**src/rtl/serial_frame_tx_pkg.sv**
```systemverilog
// Shared types for the serial frame transmitter: FSM state encoding and the
// shift-register action codes (same encoding as the upstream universal shift register).
package serial_frame_tx_pkg;

    typedef enum logic [2:0] {
        StIdle   = 3'd0,
        StStart  = 3'd1,
        StData   = 3'd2,
        StParity = 3'd3,
        StStop   = 3'd4
    } state_e;

    typedef enum logic [1:0] {
        ShiftHold = 2'b00,
        ShiftShr  = 2'b01,
        ShiftShl  = 2'b10,
        ShiftLoad = 2'b11
    } shift_op_e;

    // Counter width able to hold 0..n-1, never narrower than one bit.
    function automatic int unsigned cnt_width(input int unsigned n);
        return (n > 1) ? $clog2(n) : 1;
    endfunction

endpackage

```
**src/rtl/serial_frame_tx_bit_period_divider.sv**
```systemverilog
// Bit-period timer: counts 0..DIV-1 and flags the last cycle of each bit period.
module serial_frame_tx_bit_period_divider
    import serial_frame_tx_pkg::*;
#(
    parameter int unsigned DIV = 4
) (
    input  logic clk,
    input  logic reset,
    input  logic clear,
    output logic bit_end
);

    localparam int unsigned CntW = cnt_width(DIV);
    localparam logic [CntW-1:0] LastCnt = CntW'(DIV - 1);

    logic [CntW-1:0] cnt_q, cnt_d;

    assign bit_end = (cnt_q == LastCnt);

    // Wrap at the end of each bit so consecutive bit periods chain without a gap.
    always_comb begin
        cnt_d = cnt_q + CntW'(1);
        if (clear || bit_end) begin
            cnt_d = '0;
        end
    end

    // Counter register.
    always_ff @(posedge clk) begin
        if (reset) begin
            cnt_q <= '0;
        end else begin
            cnt_q <= cnt_d;
        end
    end

endmodule

```
**src/rtl/serial_frame_tx.sv**
```systemverilog
// Parallel-to-serial frame transmitter: start bit, N data bits LSB first,
// optional even parity, stop bit; each bit held for DIV clocks.
module serial_frame_tx
    import serial_frame_tx_pkg::*;
#(
    parameter int unsigned N         = 4,
    parameter int unsigned DIV       = 4,
    parameter int unsigned PARITY_EN = 1
) (
    input  logic         clk,
    input  logic         reset,
    input  logic         in_valid,
    input  logic [N-1:0] in_data,
    output logic         in_ready,
    output logic         tx,
    output logic         busy,
    output logic         done
);

    localparam int unsigned BitW = cnt_width(N);
    localparam logic [BitW-1:0] LastBit = BitW'(N - 1);

    state_e          state_q, state_d;
    logic [N-1:0]    shift_q, shift_d;
    logic [BitW-1:0] bit_cnt_q, bit_cnt_d;
    logic            parity_q, parity_d;
    logic            tx_q, tx_d;
    logic            busy_q, busy_d;
    logic            done_q, done_d;
    shift_op_e       shift_op;
    logic            bit_end;

    // The divider is held at zero while idle so START always gets a full period.
    serial_frame_tx_bit_period_divider #(
        .DIV (DIV)
    ) u_divider (
        .clk     (clk),
        .reset   (reset),
        .clear   (state_q == StIdle),
        .bit_end (bit_end)
    );

    // Next-state, shift action, bit counter, parity capture and done pulse.
    always_comb begin
        state_d   = state_q;
        shift_op  = ShiftHold;
        bit_cnt_d = bit_cnt_q;
        parity_d  = parity_q;
        done_d    = 1'b0;
        unique case (state_q)
            StIdle: begin
                if (in_valid) begin
                    shift_op  = ShiftLoad;
                    parity_d  = ^in_data;
                    bit_cnt_d = '0;
                    state_d   = StStart;
                end
            end
            StStart: begin
                if (bit_end) begin
                    state_d = StData;
                end
            end
            StData: begin
                if (bit_end) begin
                    shift_op = ShiftShr;
                    if (bit_cnt_q == LastBit) begin
                        bit_cnt_d = '0;
                        state_d   = (PARITY_EN != 0) ? StParity : StStop;
                    end else begin
                        bit_cnt_d = bit_cnt_q + BitW'(1);
                    end
                end
            end
            StParity: begin
                if (bit_end) begin
                    state_d = StStop;
                end
            end
            StStop: begin
                if (bit_end) begin
                    state_d = StIdle;
                    done_d  = 1'b1;
                end
            end
            default: state_d = StIdle;
        endcase
    end

    // Shift register datapath.
    always_comb begin
        shift_d = shift_q;
        unique case (shift_op)
            ShiftHold: shift_d = shift_q;
            ShiftShr:  shift_d = shift_q >> 1;
            ShiftShl:  shift_d = shift_q << 1;
            ShiftLoad: shift_d = in_data;
            default:   shift_d = shift_q;
        endcase
    end

    // Registered line value follows the state being entered.
    always_comb begin
        tx_d   = 1'b1;
        busy_d = (state_d != StIdle);
        unique case (state_d)
            StIdle:   tx_d = 1'b1;
            StStart:  tx_d = 1'b0;
            StData:   tx_d = shift_d[0];
            StParity: tx_d = parity_d;
            StStop:   tx_d = 1'b1;
            default:  tx_d = 1'b1;
        endcase
    end

    // State and output registers.
    always_ff @(posedge clk) begin
        if (reset) begin
            state_q   <= StIdle;
            shift_q   <= '0;
            bit_cnt_q <= '0;
            parity_q  <= 1'b0;
            tx_q      <= 1'b1;
            busy_q    <= 1'b0;
            done_q    <= 1'b0;
        end else begin
            state_q   <= state_d;
            shift_q   <= shift_d;
            bit_cnt_q <= bit_cnt_d;
            parity_q  <= parity_d;
            tx_q      <= tx_d;
            busy_q    <= busy_d;
            done_q    <= done_d;
        end
    end

    assign in_ready = (state_q == StIdle);
    assign tx       = tx_q;
    assign busy     = busy_q;
    assign done     = done_q;

endmodule

```
**config.mk**
```make
export PLATFORM = sky130hd
export DESIGN_NAME = serial_frame_tx
export DESIGN_NICKNAME = d
export VERILOG_FILES = /design/src/rtl/serial_frame_tx_pkg.sv /design/src/rtl/serial_frame_tx_bit_period_divider.sv /design/src/rtl/serial_frame_tx.sv
export SDC_FILE = /design/constraint.sdc
export NUM_CORES = 1
export LEC_CHECK = 0
export CAP_MARGIN = 5
export CORE_MARGIN = 4
export CORE_UTILIZATION = 40
export DETAILED_ROUTE_END_ITERATION = 12
export PLACE_DENSITY = 0.68
export SLEW_MARGIN = 20
export SYNTH_ARGS = -nofsm -noshare
export SYNTH_HDL_FRONTEND = slang
export SYNTH_SLANG_ARGS = --single-unit
export TNS_END_PERCENT = 1
```
**constraint.sdc**
```tcl
create_clock -name clk -period 3.5 [get_ports clk]
set_input_delay 0.7 -clock clk [delete_from_list [all_inputs] [get_ports clk]]
set_output_delay 0.7 -clock clk [all_outputs]
set_load 0.005 [all_outputs]
```
# Word level (Yosys, flattened, before mapping)
# Cells that the tools add are included.
totals:
  inputBits: 7
  reg_bits: 15
  output_inout_bits: 4
op_classes:
  bitwise: 1
  reduce_logical: 9
  add_sub_neg: 2
  mux: 19
  n_eq_ne: 14
ops:
  columns: ["operator", "n"]
  rows:
  - ["3-bit two-way mux", 6]
  - ["4-bit case mux with 4 select lines", 1]
  - ["3-bit case mux with 5 select lines", 1]
  - ["3-bit by 2-bit equality test with 1-bit output (second input constant)", 4]
  - ["2-bit equality test (second input constant)", 4]
  - ["2-bit two-way mux", 4]
  - ["2-bit case mux with 2 select lines", 2]
  - ["3-bit by 1-bit equality test with 1-bit output (second input constant)", 2]
  - ["2-bit by 1-bit adder with 2-bit output (second input constant)", 2]
  - ["1-bit two-way mux", 4]
  - ["2-bit OR reduction", 2]
  - ["4-bit parity", 1]
  - ["3-bit equality test (second input constant)", 1]
  - ["3-bit zero test", 1]
  - ["1-bit case mux with 3 select lines", 1]
  - ["3-bit AND reduction", 1]
  - ["3-bit nonzero test", 1]
  - ["2-bit by 1-bit equality test with 1-bit output (second input constant)", 1]
  - ["2-bit zero test", 1]
  - ["2-bit by 1-bit != test with 1-bit output (second input constant)", 1]
  - ["2-bit != test (second input constant)", 1]
  - ["2-bit nonzero test", 1]
  - ["1-bit logical OR", 1]
  - ["1-bit NOT", 1]

# Longest topological paths before layout
# Gate-level depths: netlist of run 1.
depth:
  depth_word: 6
  mapped_depth: 5
  depth_no_buf: 5

# Cells and area by module
# A second synthesis of run 1 with hierarchy kept.
unflattened:
  cells_unflattened: 71
  area_unflattened_um2: 744.5
modules_own_cells:
  columns: ["module", "seq_area_each_um2", "area_per_inst_um2", "n_inst", "cells_each"]
  rows:
  - ["serial_frame_tx", 260.2, 664.4, 1, 66]
  - ["serial_frame_tx_bit_period_divider", 40.0, 80.1, 1, 5]

# Least setup slack after synthesis of run 1
# OpenSTA, ideal clock, no wires.
synth_timing:
  path_type: "input -> register"
  startpoint: "in in_valid"
  endpoint: "reg tx_q (netlist: tx)"
  arrival_time_ns: 1.501
  t_required_ns: 3.363
  setup_time_ns: 0.137
  stages: 4
  slack_ns: 1.861
  path_cell_list: "nor4b_4 nor2_1 a21oi_1 a221oi_2"
synth_via:
  elab_chain_cells: 5
  elab_cells_between_ends: 15
synth_lines:
  columns: ["item", "line", "rtl"]
  rows:
  - ["from (decl)", "serial_frame_tx.sv:12", "input logic in_valid,"]
  - ["2-bit two-way mux", "serial_frame_tx.sv:52", "if (in_valid) begin"]
  - ["2-bit case mux with 2 select lines", "serial_frame_tx.sv:50", "unique case (state_q)"]
  - ["2-bit equality test, or another cell as far along", "serial_frame_tx.sv:93", "unique case (shift_op)"]
  - ["4-bit case mux with 4 select lines", "serial_frame_tx.sv:93", null]
  - ["1-bit case mux with 3 select lines *", "serial_frame_tx.sv:106", "unique case (state_d)"]
  - ["to (signal assigned)", "serial_frame_tx.sv:131", "tx_q <= tx_d;"]
  - ["to (decl)", "serial_frame_tx.sv:27", "logic tx_q, tx_d;"]
# Every way passes the cells marked *; elsewhere a longest branch is shown, timed or not.
# A chain may end at the register's enable or synchronous reset.

# Final worst setup path of run 1
layout_timing:
  startpoint: "reg state_q[2]"
  endpoint: "out in_ready"
layout_via:
  elab_chain_cells: 1
layout_lines:
  columns: ["item", "line", "rtl"]
  rows:
  - ["from (decl)", "serial_frame_tx.sv:23", "state_e state_q, state_d;"]
  - ["from (signal assigned)", "serial_frame_tx.sv:119", "state_q <= StIdle;"]
  - ["from (signal assigned)", "serial_frame_tx.sv:127", "state_q <= state_d;"]
  - ["3-bit zero test", "serial_frame_tx.sv:137", "assign in_ready = (state_q == StIdle);"]
  - ["to (decl)", "serial_frame_tx.sv:14", "output logic in_ready,"]
# No other way between the ends.

==> flow_summary.ini, run 1 <==
[worst_setup_path]
critPathRequiredTime_ns = 2.80
rr_worst_depth = 4
critPathKind = reg2out
critPathMaxFanout = 10
worstSetupStartpointType = flip-flop
end_kind = output port
critPathLaunch = state_q[2]
worstReg2RegStart = state_q[2]
r2r-end = tx
r2r_setup_slack_ns = 1.74
endpoint = in_ready
cp.arrival_ns = 1.68

[detailed_routing]
drc = 0
ant_nets = 0
via_per_inst = 5.00
dr.pass1.iters = 5
drt-total-wl_um = 1290
wire_per_inst_um = 12.1
drt_iter0_markers = 8
num_vias = 535

[clock_network]
ctsHoldBuffers = 0
clockBufferDepth = 2
clk_pin_slew_ns = 0.09
cts-resized-gates = 0
clockRootBuffer = clkbuf_4
clock_latency_ns = 0.28
tritoncts = done
h-tree-depth = 1
clock-sinks = 15
cts_buffers = 3
post_cts_buffers = 0

[timing]
finalCritPeriodShare = 0.681
hold_violations = 0
relSlewSlack = 0.606
drv_slew = 0
hold_ws_ns = 0.471
tightest_slew_ns = 0.589
fmax_mhz = 420
rsz0062_at_grt = no
final-setup-viol-count = 0
tns_ns = 0
period_needed_ns = 2.38
finClkSkew_ns = 0.00333

[cells_and_area]
area_growth_pct = 17.7
num-nets-final = 93
multi_input_area_um2 = 383
drive_gt1_frac = 0.110
diodes = 0
fill_cells = 161
layout.area.seq_um2 = 300

[pwr]
power_density_nw_per_um2 = 390
p_leak_nw = 0.309
ir_worst_vdd_uv = 222

[die]
core-area_um2 = 1710
io_pins = 11
dieHeight_um = 50.4
placementRows = 15
start_util = 0.422
die_area_um2 = 2540
fp.dieW_um = 50.4

[grt]
grt-ovfl-total = 0
grt_use_total = 0.113
grt_pass1_vias = 527
grt_pass1_wl_um = 2190
antenna_found_initial = 0
grt_max_degree = 17

[run_status]
status = finished, final reports clean

[yosys]
syn-cell-area_um2 = 721
netlist_instances = 72
ys_seq_area_frac = 0.417
synth_cell_types = 25
ys_seq_elements = 15
synth_nets = 82
postSynthAreaPerCell_um2 = 10.0
synth_warnings = 0

[place]
gp_congestion = 0.733
dp_hpwl_um = 968
portBuffers = 10

[worst_hold_path]
hp-class = reg2reg

[run]
maxCapViolCount = 0
[kinds of logic after synthesis]
logic type / after synthesis / synth area share
flip-flops: 15 / 0.417
AO/OA/AOI/OAI: 15 / 0.160
multiplexers: 1 / 0.0139
buffers and inverters: 6 / 0.0521
XOR/XNOR: 5 / 0.0608
adder cells (fa/ha/maj): 3 / 0.0521
AND/OR/NAND/NOR: 27 / 0.245
[flip-flops by register name, summed over array words and instances, names as in the netlist]
| signal | cells |
|---|---|
| bit_cnt_q | 2 |
| state_q | 3 |
| busy | 1 |
| parity_q | 1 |
| shift_q | 4 |
| tx | 1 |
| u_divider.cnt_q | 2 |
| done | 1 |
[worst min-delay path by stage]
| stage | start | end | slack (ns) | depth (start not counted) |
|---|---|---|---|---|
| final | shift_q[1] | shift_q[1] | 0.47 | 2 |
| after global routing | u_divider.cnt_q[0] | u_divider.cnt_q[0] | 0.51 | 1 |
| after CTS | shift_q[1] | shift_q[1] | 0.47 | 2 |
| after global placement | u_divider.cnt_q[0] | u_divider.cnt_q[0] | 0.45 | 1 |
| after detailed placement | shift_q[1] | shift_q[1] | 0.46 | 2 |
| after floorplan | u_divider.cnt_q[0] | u_divider.cnt_q[0] | 0.43 | 1 |
[cell usage in the layout, fill, tap and decap left out]
cell type         n
dfxtp_1          15
nor2_1           13
clkdlybuf4s50_1  10
a22oi_1           5
a21oi_1           5
nor3_1            3
xnor2_1           3
nand2_1           3
ha_1              3
clkbuf_4          3
xor2_1            2
inv_1             2
a221oi_2          2
nor4b_1           2
nor4bb_4          1
nor4b_4           1
mux2i_1           1
and2b_1           1
and4bb_2          1
a22o_1            1
a211oi_1          1
or3b_2            1
nor4_1            1
a31oi_1           1
clkbuf_1          1
[routing by layer]
metal | wire (um) | GRT usage | vias up
met2 | 596 | 0.180 | 11
met1 | 624 | 0.136 | 242
met3 | 40 | 0.0208 | 4
met5 | 0 | 0 | -
met4 | 31 | 0.0807 | 0
li1 | - | - | 278
[power by group]
group	switching (mW)	internal (mW)	total, mW	leakage (nW)
registers	0.00628	0.180	0.186	0.123
clock network	0.0528	0.0442	0.0970	0.0150
logic	0.0215	0.0266	0.0481	0.171
total	0.0806	0.250	0.331	0.309
[area by class of cell]
cell class                      count  share of cell area
Multi-Input combinational cell     51               0.451
Tap cell                           25              0.0369
Sequential cell                    15               0.354
Inverter                            2             0.00885
Timing Repair Buffer               10               0.118
Clock buffer                        4              0.0310
[critical path: stages (launching register included)]
cell             delay (ns)
dfxtp_1                0.45
nor3_1                 0.38
clkdlybuf4s50_1        0.57
[cell usage after synthesis]
cell type	number	area [um^2]
nor4b_4	1	23.8
inv_1	2	7.51
nor4_1	1	6.26
buf_1	1	3.75
nor2_1	13	48.8
mux2i_1	1	10.0
buf_6	2	22.5
clkbuf_1	1	3.75
nor4b_1	2	17.5
a31oi_1	1	6.26
xnor2_1	3	26.3
nor4bb_4	1	25.0
nand2_1	3	11.3
a21oi_1	5	25.0
or3b_2	1	8.76
a22oi_1	5	37.5
a22o_1	1	8.76
a211oi_1	1	7.51
a221oi_2	2	30.0
ha_1	3	37.5
and4bb_2	1	12.5
nor3_1	3	15.0
dfxtp_1	15	300
xor2_1	2	17.5
and2b_1	1	7.51
[through the flow]
step	worst slack [ns]	area, um^2	cells	power, mW	utilization
6_report	1.12	848	107	0.331	0.497
5_1_grt	1.06	848	107	0.346	0.497
4_1_cts	1.12	848	107	0.334	0.497
3_5_place_dp	1.25	822	103	0.237	0.481
3_3_place_gp	1.31	822	103	0.237	0.481
2_1_floorplan	1.86	721	72	0.217	-
No activity file was read; power rests on OpenSTA's default activity.
==> run 2: changes to the inputs <==
Settings changed: PLACE_DENSITY 0.68 to 0.71.
Clock period 3.5 ns to 2 ns, I/O delays scaled along.
==> flow_summary.ini, run 2 (synthesized netlist as in run 1, its figures left out) <==
[clock_network]
ctsHoldBuffers = 0
tritoncts = done
cts_buffers = 3
clockRootBuffer = clkbuf_4
post_cts_buffers = 0
h-tree-depth = 1
clock_latency_ns = 0.28
clockBufferDepth = 2
clock-sinks = 15
clk_pin_slew_ns = 0.09

[worst_setup_path]
end_kind = output port
crit_chain = nor3_4 -> clkdlybuf4s50_1
worstReg2RegStart = u_divider.cnt_q[0]
critPathMaxFanout = 8
worstSetupStartpointType = flip-flop
cp.arrival_ns = 1.45
critical_path.max_stage_delay_ns = 0.53
critPathRequiredTime_ns = 1.60
critPathKind = reg2out
r2r_setup_slack_ns = 0.30
crit_buf_inv = 1
slowest_stage = clkdlybuf4s50_1
rr_worst_depth = 5
r2r-end = tx
path_delay_family = buffers and inverters

[detailed_routing]
dr.pass1.iters = 4
drt_iter0_markers = 13
ant_nets = 0
num_vias = 550
wire_per_inst_um = 11.2
drt-total-wl_um = 1230
via_per_inst = 5.00
drc = 0

[grt]
antenna_found_initial = 0
grt_pass1_vias = 516
grt-ovfl-total = 0
grt_use_total = 0.110
grt_max_degree = 10
grt_pass1_wl_um = 2150

[timing]
drv_slew = 0
fmax_mhz = 540
hold_violations = 0
tightest_slew_ns = 0.428
finalCritPeriodShare = 0.926
finClkSkew_ns = 0.00355
relSlewSlack = 0.714
period_needed_ns = 1.85
rsz0062_at_grt = no
tns_ns = 0
final-setup-viol-count = 0

[cells_and_area]
drive_gt1_frac = 0.176
num-nets-final = 96
final_cell_mix = dfxtp_1, nor2_1, clkdlybuf4s50_1, a22oi_1, a21oi_1
fill_cells = 153
stdcell_area_um2 = 885
reg.largest.list = shift_q: 4 flops, state_q: 3 flops
final_cells = 110
diodes = 0
largest_reg_flops = 4
largest-register = shift_q
layout_commonest_cell = dfxtp_1
area_growth_pct = 22.7

[place]
placedCellCount = 106
gp_congestion = 0.744
dp_hpwl_um = 934
portBuffers = 10
dpl-instance-area_um2 = 845

[die]
dieHeight_um = 50.4
die_area_um2 = 2540
io_pins = 11
fp.dieW_um = 50.4
core-area_um2 = 1710
start_util = 0.422
placementRows = 15

[worst_hold_path]
holdPathEnd = shift_q[2]
hp-start = shift_q[2]
hold_depth = 2
hp-class = reg2reg

[run]
maxCapViolCount = 0

[pwr]
p_leak_nw = 0.331
ir_worst_vdd_uv = 346
power_density_nw_per_um2 = 663

[run_status]
status = finished, final reports clean
-- run 2: cell count changes in the layout (fill, tap and decap cells not counted), sizes merged --
cell / before / now
clkinv: 0 / 1
buf: 0 / 3
clkbuf: 4 / 3
-- run 2: stage by stage --
stage               utilization  hold WS [ns]  total power [mW]  setup slack, ns
global route              0.518         0.493             0.623           0.0578
CTS                       0.514         0.472             0.594           0.0611
detailed placement        0.495         0.455             0.419            0.128
floorplan                     -         0.435             0.380            0.440
finish                    0.518         0.469             0.586            0.149
global placement          0.495         0.452             0.419            0.169
-- run 2: worst register-to-register path, cell delays in order, from the launching register on --
cell      delay [ns]
dfxtp_1         0.34
ha_1            0.24
nor4bb_4        0.19
a221oi_2        0.38
nor4b_1         0.34
a221oi_2        0.10
-- run 2: how the worst max path moves through the flow --
stage               slack [ns]               start  depth (start not counted)        to
floorplan                 0.44  u_divider.cnt_q[0]                          5        tx
global placement          0.17            in_valid                          5        tx
detailed placement        0.13            in_valid                          5        tx
CTS                       0.06          state_q[1]                          2  in_ready
global route              0.06          state_q[0]                          2  in_ready
finish                    0.15          state_q[0]                          2  in_ready
-- run 2: area by class of cell --
class | count | area [um^2] | area share
Tap cell | 25 | 31.3 | 0.0354
Clock buffer | 3 | 22.5 | 0.0255
Multi-Input combinational cell | 51 | 394 | 0.446
Clock inverter | 1 | 5.00 | 0.00566
Sequential cell | 15 | 302 | 0.341
Inverter | 2 | 7.51 | 0.00849
Timing Repair Buffer | 13 | 123 | 0.139
-- run 2: power by group --
group          switching, mW  internal [mW]
Clock                 0.0985         0.0742
Combinational         0.0368         0.0506
Sequential            0.0118          0.314
-- run 2: layer usage --
metal,vias up,GRT usage,wire length (um)
li1,287,-,-
met3,2,0.0178,38
met5,-,0,0
met2,10,0.165,566
met1,251,0.146,615
met4,0,0.0673,14
-- run 2: repair_timing --
action / CTS / global route
endpoints found under the setup margin: 1 / 1
gates resized for setup: 1 / 2
pin swaps: 0 / 1
==> run 3: changes to the inputs <==
Settings changed: ABC_AREA set to 1, CTS_CLUSTER_DIAMETER set to 60, PLACE_DENSITY 0.71 to 0.7.
==> flow_summary.ini, run 3 <==
[run_status]
status = finished, final reports clean

[grt]
antenna_found_initial = 0
grt_max_degree = 13
grt-ovfl-total = 0
grt_pass1_wl_um = 2680
grt_use_total = 0.130
grt_pass1_vias = 674

[place]
placedCellCount = 141
gp_congestion = 0.842
dp_hpwl_um = 1180
portBuffers = 10

[cells_and_area]
largest-register = shift_q
area_growth_pct = 18.0
layout.area.seq_um2 = 302
num-nets-final = 131
largest_reg_flops = 4
fill_cells = 176
final_cells = 145
layout_commonest_cell = nand2_1
reg.largest.list = shift_q: 4 flops, state_q: 3 flops
final_cell_mix = nand2_1, dfxtp_1, inv_1, nand3_1, nor2_1
drive_gt1_frac = 0.117
diodes = 0
multi_input_area_um2 = 403

[clock_network]
clk_pin_slew_ns = 0.11
h-tree-depth = 1
clockRootBuffer = clkbuf_4
clock_latency_ns = 0.29
clockBufferDepth = 2
ctsHoldBuffers = 0
tritoncts = done
cts_buffers = 3
post_cts_buffers = 0
clock-sinks = 15
cts-resized-gates = 0

[die]
core-area_um2 = 1780
start_util = 0.437
die_area_um2 = 2720
fp.dieW_um = 52.1
dieHeight_um = 52.1
placementRows = 15
io_pins = 11

[timing]
relSlewSlack = 0.701
drv_slew = 0
final-setup-viol-count = 0
tns_ns = 0
fmax_mhz = 522
hold_violations = 0
finalCritPeriodShare = 0.958
rsz0062_at_grt = no
tightest_slew_ns = 0.447
finClkSkew_ns = 0.0182
period_needed_ns = 1.92

[pwr]
p_int_uw = 437
p_seq_frac = 0.539
ir_worst_vdd_uv = 307
power_density_nw_per_um2 = 661
comb_power_share = 0.164
power.switching_uw = 171
clock_power_share = 0.297
switching_share = 0.281
p_leak_nw = 0.421

[yosys]
netlist_instances = 109
synthTopCellsByCount = nand2_1, dfxtp_1, inv_1, nand3_1, nor2_1
synth-simple-area-share = 0.337
synth_nets = 119
synth-xor-area-share = 0.0112
syn-cell-area_um2 = 779
synthArstFlopShare = 0
synth.most_common_cell = nand2_1
postSynthAreaPerCell_um2 = 7.15
synth_edf_count = 0
yosys-top-cells-area = dfxtp_1, nand2_1, nand3_1
ys_seq_elements = 15
synth_warnings = 0
synth_compound_area_frac = 0.120
ys_seq_area_frac = 0.385
synth_cell_types = 23
synthMuxAreaShare = 0
ys.flop_type = dfxtp_1
synth_top_cell_by_area = dfxtp_1
netlist.area_leader.share = 0.385
synth-adder-area-share = 0.0482
synth_top_family_by_area = simple AND/OR/NAND/NOR gates

[worst_setup_path]
crit_chain = nor2_4 -> nand2_1 -> inv_1 -> clkdlybuf4s50_1
critPathMaxFanout = 7
worstReg2RegStart = u_divider.cnt_q[0]
cp.arrival_ns = 1.52
rr_worst_depth = 8
r2r_setup_slack_ns = 0.57
worstSetupStartpointType = flip-flop
critical_path.max_stage_delay_ns = 0.49
critPathRequiredTime_ns = 1.60
end_kind = output port
r2r-end = tx
slowest_stage = clkdlybuf4s50_1
critPathKind = reg2out

[run]
maxCapViolCount = 0

[worst_hold_path]
holdPathEnd = u_divider.cnt_q[0]
hold_depth = 1
hp-class = reg2reg
hp-start = u_divider.cnt_q[0]

[detailed_routing]
drt_iter0_markers = 3
ant_nets = 0
wire_per_inst_um = 10.8
via_per_inst = 4.97
drt-total-wl_um = 1560
dr.pass1.iters = 4
num_vias = 721
drc = 0
run 3: cell types whose count changed after synthesis, sizes merged, moves of 2 or more:
cell	previous run	this run
nand2	3	22
inv	2	15
nand3	0	13
o21ai	0	7
a22oi	5	0
a21oi	5	8
nand4	0	3
nor3	3	0
nor4b	3	0
a221oi	2	0
nor2	13	15
xnor2	3	1
xor2	2	0
run 3: logic make-up after synthesis:
family,Yosys count
adders and majority gates,3
xor gates and xnor gates,1
and+or+nand+nor,55
AOI/OAI and AO/OA,17
DFF,15
buffers and inverters,18
run 3: final cells by class:
type                       instances  share of cell area
tap                               25              0.0340
inverter                          15              0.0612
sequential                        15               0.328
timing repair buffer              10               0.109
clock inverter                     1             0.00544
multi-input combinational         76               0.438
clock buffer                       3              0.0245
run 3: how the worst max path moves through the flow:
stage	startpoint	end	slack [ns]	depth (start not counted)
after global placement	state_q[1]	in_ready	0.38	4
after CTS	state_q[1]	in_ready	0.03	4
after floorplan	u_divider.cnt_q[0]	tx	0.77	9
final	state_q[0]	in_ready	0.08	4
after detailed placement	state_q[1]	in_ready	0.36	4
after global routing	state_q[0]	in_ready	0.0002	4
run 3: metrics by stage:
stage	utilization	instance area (um^2)	worst slack (ns)	hold WS, ns	power [mW]
4_1_cts	0.515	918	0.0287	0.461	0.609
5_1_grt	0.516	920	0.000220	0.486	0.638
2_1_floorplan	-	779	0.766	0.421	0.395
3_5_place_dp	0.500	891	0.364	0.442	0.435
6_report	0.516	920	0.0846	0.457	0.608
3_3_place_gp	0.500	891	0.375	0.437	0.431
run 3: routing by layer:
| metal | GRT usage | wire (um) |
|---|---|---|
| met2 | 0.224 | 726 |
| met3 | 0.0172 | 49 |
| met1 | 0.158 | 733 |
| met5 | 0 | 0 |
| met4 | 0.0638 | 55 |
run 3: worst max-delay path: cells and delay by family, from the launching register on:
family | cells | cell delay, ns
and+or+nand+nor | 2 | 0.26
DFF | 1 | 0.41
buffers and inverters | 2 | 0.55
run 3: power groups by stage:
stage          Combinational [mW]  Sequential [mW]  Clock [mW]
2_1_floorplan              0.0625            0.332           0
3_3_place_gp               0.0979            0.333           0
3_5_place_dp                0.100            0.334           0
4_1_cts                     0.101            0.328       0.181
5_1_grt                     0.115            0.330       0.193
6_report                   0.0998            0.327       0.181
